==> src/rtl/uart_pkg.sv <==
// Shared types and constants for the UART transmit path.
// Latency: none; declarations only.
// Backpressure: not applicable.
package uart_pkg;

    localparam int UART_DATA_W = 8;
    localparam int GAP_W       = 8;

    typedef enum logic [1:0] {
        IDLE = 2'd0,
        BUSY = 2'd1,
        GAP  = 2'd2
    } feeder_state_t;

endpackage

==> src/rtl/uart_byte_fifo.sv <==
// Byte FIFO, first-word-fall-through: dout shows the head whenever not empty.
// Latency: a push is visible on dout/level one edge after it is sampled.
// Backpressure: push while full and pop while empty are ignored; the caller flags drops.
module uart_byte_fifo
    import uart_pkg::*;
#(
    parameter  int DEPTH = 16,
    localparam int AW    = $clog2(DEPTH)
) (
    input  logic                   sys_clk,
    input  logic                   sys_rst,
    input  logic                   push,
    input  logic                   pop,
    input  logic [UART_DATA_W-1:0] din,
    output logic [UART_DATA_W-1:0] dout,
    output logic                   full,
    output logic                   empty,
    output logic [AW:0]            level
);

    logic [UART_DATA_W-1:0] mem [DEPTH];
    logic [AW-1:0]          rdPtr;
    logic [AW-1:0]          wrPtr;
    logic                   doPush;
    logic                   doPop;

    // The occupancy count alone decides full/empty; pointers just wrap modulo DEPTH.
    assign doPush = push && !full;
    assign doPop  = pop && !empty;
    assign full   = (level == (AW + 1)'(DEPTH));
    assign empty  = (level == '0);
    assign dout   = mem[rdPtr];

    // Storage, pointers and occupancy; reset empties the buffer completely.
    always_ff @(posedge sys_clk or posedge sys_rst) begin
        if (sys_rst) begin
            rdPtr <= '0;
            wrPtr <= '0;
            level <= '0;
            for (int i = 0; i < DEPTH; i++) begin
                mem[i] <= '0;
            end
        end else begin
            if (doPush) begin
                mem[wrPtr] <= din;
                wrPtr      <= wrPtr + 1'b1;
            end
            if (doPop) begin
                rdPtr <= rdPtr + 1'b1;
            end
            if (doPush && !doPop) begin
                level <= level + 1'b1;
            end else if (doPop && !doPush) begin
                level <= level - 1'b1;
            end
        end
    end

endmodule

==> src/rtl/uart_xmit_feeder.sv <==
// Buffers host bytes and launches them one at a time into the UART transmitter.
// Latency: byte written into an idle, empty feeder launches one cycle after it is stored.
// Backpressure: writes while full are dropped with a one-cycle overflow pulse; launches wait for xmit_doneH plus GAP_CYCLES.
module uart_xmit_feeder
    import uart_pkg::*;
#(
    parameter  int DEPTH      = 16,
    parameter  int GAP_CYCLES = 0,
    localparam int AW         = $clog2(DEPTH)
) (
    input  logic                   sys_clk,
    input  logic                   sys_rst,
    input  logic                   wr_en,
    input  logic [UART_DATA_W-1:0] wr_data,
    output logic                   full,
    output logic                   empty,
    output logic [AW:0]            level,
    output logic                   overflow,
    output logic                   xmitH,
    output logic [UART_DATA_W-1:0] xmit_dataH,
    input  logic                   xmit_doneH
);

    feeder_state_t          state;
    logic [GAP_W-1:0]       gapCnt;
    logic                   fifoPop;
    logic [UART_DATA_W-1:0] fifoHead;

    // The head leaves the FIFO in exactly the cycle the sequencer launches it.
    assign fifoPop = (state == IDLE) && !empty;

    uart_byte_fifo #(
        .DEPTH (DEPTH)
    ) u_fifo (
        .sys_clk (sys_clk),
        .sys_rst (sys_rst),
        .push    (wr_en),
        .pop     (fifoPop),
        .din     (wr_data),
        .dout    (fifoHead),
        .full    (full),
        .empty   (empty),
        .level   (level)
    );

    // Flag a write that arrived while full; the FIFO has already refused it.
    always_ff @(posedge sys_clk or posedge sys_rst) begin
        if (sys_rst) begin
            overflow <= 1'b0;
        end else begin
            overflow <= wr_en && full;
        end
    end

    // Launch sequencer: one frame in flight, then an optional idle gap before the next launch.
    always_ff @(posedge sys_clk or posedge sys_rst) begin
        if (sys_rst) begin
            state      <= IDLE;
            gapCnt     <= '0;
            xmitH      <= 1'b0;
            xmit_dataH <= '0;
        end else begin
            xmitH <= 1'b0;
            case (state)
                IDLE: begin
                    if (!empty) begin
                        xmit_dataH <= fifoHead;
                        xmitH      <= 1'b1;
                        state      <= BUSY;
                    end
                end
                BUSY: begin
                    // A done coinciding with our own strobe cannot belong to this frame.
                    if (xmit_doneH && !xmitH) begin
                        if (GAP_CYCLES == 0) begin
                            state <= IDLE;
                        end else begin
                            gapCnt <= GAP_W'(GAP_CYCLES);
                            state  <= GAP;
                        end
                    end
                end
                GAP: begin
                    if (gapCnt <= GAP_W'(1)) begin
                        gapCnt <= '0;
                        state  <= IDLE;
                    end else begin
                        gapCnt <= gapCnt - 1'b1;
                    end
                end
                default: begin
                    state <= IDLE;
                end
            endcase
        end
    end

endmodule

==> config.mk <==
export PLATFORM = sky130hd
export DESIGN_NAME = uart_xmit_feeder
export DESIGN_NICKNAME = d
export VERILOG_FILES = /design/src/rtl/uart_pkg.sv /design/src/rtl/uart_byte_fifo.sv /design/src/rtl/uart_xmit_feeder.sv
export SDC_FILE = /design/constraint.sdc
export NUM_CORES = 1
export LEC_CHECK = 0
export ABC_AREA = 1
export BUFFER_PORTS_ARGS = -buffer_cell sky130_fd_sc_hd__buf_4
export CAP_MARGIN = 25
export CORE_MARGIN = 2
export CORE_UTILIZATION = 50
export DETAILED_ROUTE_END_ITERATION = 7
export PLACE_DENSITY = 0.64
export SYNTH_ARGS = -nofsm -noshare
export SYNTH_HDL_FRONTEND = slang
export SYNTH_SLANG_ARGS = --single-unit
==> constraint.sdc <==
create_clock -name sys_clk -period 11.9 [get_ports sys_clk]
set_input_delay 1.785 -clock sys_clk [delete_from_list [all_inputs] [get_ports sys_clk]]
set_output_delay 1.785 -clock sys_clk [all_outputs]
set_load 0.005 [all_outputs]
==> results.sh <==
export IMPL_numCtsBuffers=17
export IMPL_multiInputGateArea_sq_um=3670
export IMPL_worst_ir_drop_vdd_v=0.000159
export IMPL_fin_hold_ws_ns=0.466
export IMPL_final_instance_area_sq_um=9130
export IMPL_routed_wl_mm=23.6
export IMPL_place_detailed_instances=1303
export IMPL_cts_post_setup_buffers_inserted=0
export IMPL_total_switching_power_uw=1040
export IMPL_detailroute_wirelength_met3_mm=1.14
export IMPL_combinational_power_share_pct=41.5
export IMPL_r2r_worst_path_cells=13
export IMPL_clk_transition_reported_paths_ns=0.06
export IMPL_worstSetupEndpoint="full"
export IMPL_die_height_um=133
export IMPL_floorplan_core_area_sq_um=16500
export IMPL_dieArea_sq_um=17800
export IMPL_port_buffer_count=28
export IMPL_synth_cell_types=24
export IMPL_clock_insertion_delay_worst_skew_ns=0.44
export IMPL_post_route_min_period_ns=3.89
export IMPL_yosysSeqAreaShare_pct=45.5
export IMPL_ant_nets=0
export IMPL_timing_fmax_ghz=0.257
export IMPL_number_of_synthesis_warnings=0
export IMPL_min_delay_path_class="register to register"
export IMPL_p_seq_share_pct=35.7
export IMPL_clock_share_of_power_pct=22.8
export IMPL_clock_sink_count=152
export IMPL_maxSlewHeadroom_pct=43.7
export IMPL_grt_pass1_wl_mm=38.0
export IMPL_firstDrtPassIters=5
export IMPL_timing_worst_setup_path_type="register to output port"
export IMPL_setup_worst_path_end_class="output port"
export IMPL_ctsHoldBuffers=0
export IMPL_gp_congestion=0.869
export IMPL_final_setup_tns_ns=0
export IMPL_netlist_instances=1124
export IMPL_postLayoutSetupSlackWorst_ns=8.01
export IMPL_start_util_pct=50.8
export IMPL_global_route_usage_over_all_layers_pct=27.6
export IMPL_ys_seq_elements=152
export IMPL_post_cts_resized=0
export IMPL_p_int_uw=1420
export IMPL_crit_path_start="u_fifo.level[0]"
export IMPL_antenna_cells_inserted=0
export IMPL_seq_area_sq_um=3800
export IMPL_final_setup_skew_ns=0.00876
export IMPL_via_count=7384
export IMPL_drive_above_1_share_pct=9.41
export IMPL_syn_area_sq_um=8360
export IMPL_fillers=1652
export IMPL_area_growth_syn_to_layout_pct=9.27
export IMPL_timing_critical_path_arrival_ns=2.11
export IMPL_remaining_global_route_overflow=0
export IMPL_p_per_area_nw_per_um2=270
export IMPL_floorplan_die_width_um=133
export IMPL_clock_tree_root_buffer_cell="sky130_fd_sc_hd__clkbuf_16"
export IMPL_wire_per_inst_um=17.6
export IMPL_floorplan_io_pins=29
export IMPL_wl_met1_mm=10.9
export IMPL_vias_in_the_first_global_route=6829
export IMPL_dp_hpwl_mm=13.8
export IMPL_initial_antenna_violation_count=0
export IMPL_grt_setup_unrepaired="false"
export IMPL_crit_reg2reg_launch="u_fifo.level[0]"
export IMPL_drt_first_iter_violations=856
export IMPL_finalSetupViolations=0
export IMPL_grt_start_max_net_pins=100
export IMPL_final_net_count=1126
export IMPL_clk_path_buf_depth=2
export IMPL_cts_tree="yes"
export IMPL_status="completed"
export IMPL_crit_reg2reg_capture="u_fifo.level[4]"
export IMPL_finalNonFillerCells=1336
export IMPL_report_final_hold_viol_count=0
export IMPL_htreeDepth=4
export IMPL_max_cap_violations=0
export IMPL_critical_path_max_fanout=70
export IMPL_tightest_slew_ns=0.845
export IMPL_syn_nets=1146
export IMPL_maxSlewViolCount=0
export IMPL_drc_errors=0
export IMPL_p_sw_share_pct=42.2
export IMPL_regToRegSetupSlack_ns=8.88
export IMPL_power_static_leakage_uw=0.00487
export IMPL_met2_routed_wl_mm=11.1
export IMPL_min_period_over_period_pct=32.7
export IMPL_avgSynthCellArea_sq_um=7.44
export IMPL_place_worst_setup_slack_ns=7.83
export IMPL_critPathLaunchType="register"
export IMPL_viasPerCell=5.53
export IMPL_placementRows=47
export IMPL_post_dp_cell_area_sq_um=8480
export IMPL_required_time_of_the_worst_setup_path_ns=10.12
export IMPL_highest_layer="met4"
## routing by layer
layer  vias to the layer above  global-route usage (%)
met5                         -                       0
li1                       3567                       -
met4                         0                    8.81
met1                      3571                    39.9
met2                       216                    43.3
met3                        30                    3.69
## through the flow
step | total power, uW | utilization (%)
5_1_grt | 2660 | 55.5
4_1_cts | 2450 | 55.1
2_1_floorplan | 1600 | -
3_3_place_gp | 1860 | 51.4
3_5_place_dp | 1890 | 51.5
6_report | 2460 | 55.5
## flip-flops by register name, indices dropped and copies added, names as in the netlist
name / count
state: 1
xmitH: 1
u_fifo.mem: 128
u_fifo.level: 5
u_fifo.wrPtr: 4
overflow: 1
u_fifo.rdPtr: 4
xmit_dataH: 8
## critical path, stage by stage, from the launching register on
cell and delay (ns):
sky130_fd_sc_hd__dfrtp_1 0.47, sky130_fd_sc_hd__nor4_4 0.38, sky130_fd_sc_hd__nand2_4 0.47, sky130_fd_sc_hd__inv_1 0.17
sky130_fd_sc_hd__buf_4 0.13
## how the worst min path moves through the flow
stage | startpoint | to | slack, ns | cells after the start
after global placement | u_fifo.mem[68] | u_fifo.mem[68] | 0.45 | 2
after global routing | u_fifo.mem[108] | u_fifo.mem[108] | 0.48 | 2
after floorplan | u_fifo.mem[113] | u_fifo.mem[113] | 0.44 | 2
final | u_fifo.mem[90] | u_fifo.mem[90] | 0.47 | 2
after detailed placement | u_fifo.mem[71] | u_fifo.mem[71] | 0.46 | 2
after CTS | u_fifo.mem[83] | u_fifo.mem[83] | 0.47 | 2
## cell type report
type / instances / share of cell area [%]
sequential: 152 / 41.7
multi-input combinational: 776 / 40.2
clock buffer: 23 / 5.23
inverter: 121 / 5.03
timing repair buffer: 36 / 3.53
tap: 220 / 3.01
clock inverter: 8 / 1.33
## synth_stat cells
cell type | n | area share, %
sky130_fd_sc_hd__nand3_2 | 16 | 1.9
sky130_fd_sc_hd__nand2_1 | 486 | 22
sky130_fd_sc_hd__o22a_1 | 1 | 0.10
sky130_fd_sc_hd__o21ai_0 | 5 | 0.30
sky130_fd_sc_hd__nand4_1 | 128 | 9.6
sky130_fd_sc_hd__buf_1 | 14 | 0.63
sky130_fd_sc_hd__clkinv_1 | 1 | 0.045
sky130_fd_sc_hd__buf_6 | 16 | 2.2
sky130_fd_sc_hd__fa_1 | 1 | 0.24
sky130_fd_sc_hd__nand2_2 | 3 | 0.22
sky130_fd_sc_hd__a21oi_1 | 2 | 0.12
sky130_fd_sc_hd__nor2_2 | 16 | 1.2
sky130_fd_sc_hd__inv_2 | 2 | 0.090
sky130_fd_sc_hd__dfrtp_1 | 152 | 46
sky130_fd_sc_hd__nor4_4 | 1 | 0.25
sky130_fd_sc_hd__inv_1 | 118 | 5.3
sky130_fd_sc_hd__nand3_1 | 99 | 5.9
sky130_fd_sc_hd__xor2_1 | 4 | 0.42
sky130_fd_sc_hd__buf_4 | 2 | 0.18
sky130_fd_sc_hd__nor2_1 | 2 | 0.090
sky130_fd_sc_hd__ha_1 | 9 | 1.3
sky130_fd_sc_hd__clkbuf_1 | 23 | 1.0
sky130_fd_sc_hd__buf_2 | 20 | 1.2
sky130_fd_sc_hd__xnor2_1 | 3 | 0.31
## cell families (layout without fill, tap and decap cells)
logic type | Yosys count | after routing | share of synthesized area (%)
AND/OR/NAND/NOR | 751 | 751 | 41.0
buffers and inverters | 196 | 188 | 10.6
flip-flops | 152 | 152 | 45.5
adder cells (fa/ha/maj) | 10 | 10 | 1.59
AO/OA/AOI/OAI | 8 | 8 | 0.524
XOR/XNOR | 7 | 7 | 0.734
## power groups by stage
stage	logic [uW]	registers (uW)	clock network [uW]
floorplan	756	845	0
finish	1020	878	562
detailed placement	1010	882	0
CTS	1010	876	568
global route	1170	903	590
global placement	986	879	0
## placed cells by master, fill, tap and decap left out, drive strengths merged, types with 2 or more instances in the layout
cell / count
nand2: 489
dfrtp: 152
nand4: 128
inv: 120
nand3: 115
buf: 36
clkbuf: 23
nor2: 18
ha: 9
o21ai: 5
clkinv: 5
xor2: 4
xnor2: 3
bufinv: 3
a21oi: 2
(Power assumes the default switching activity.)
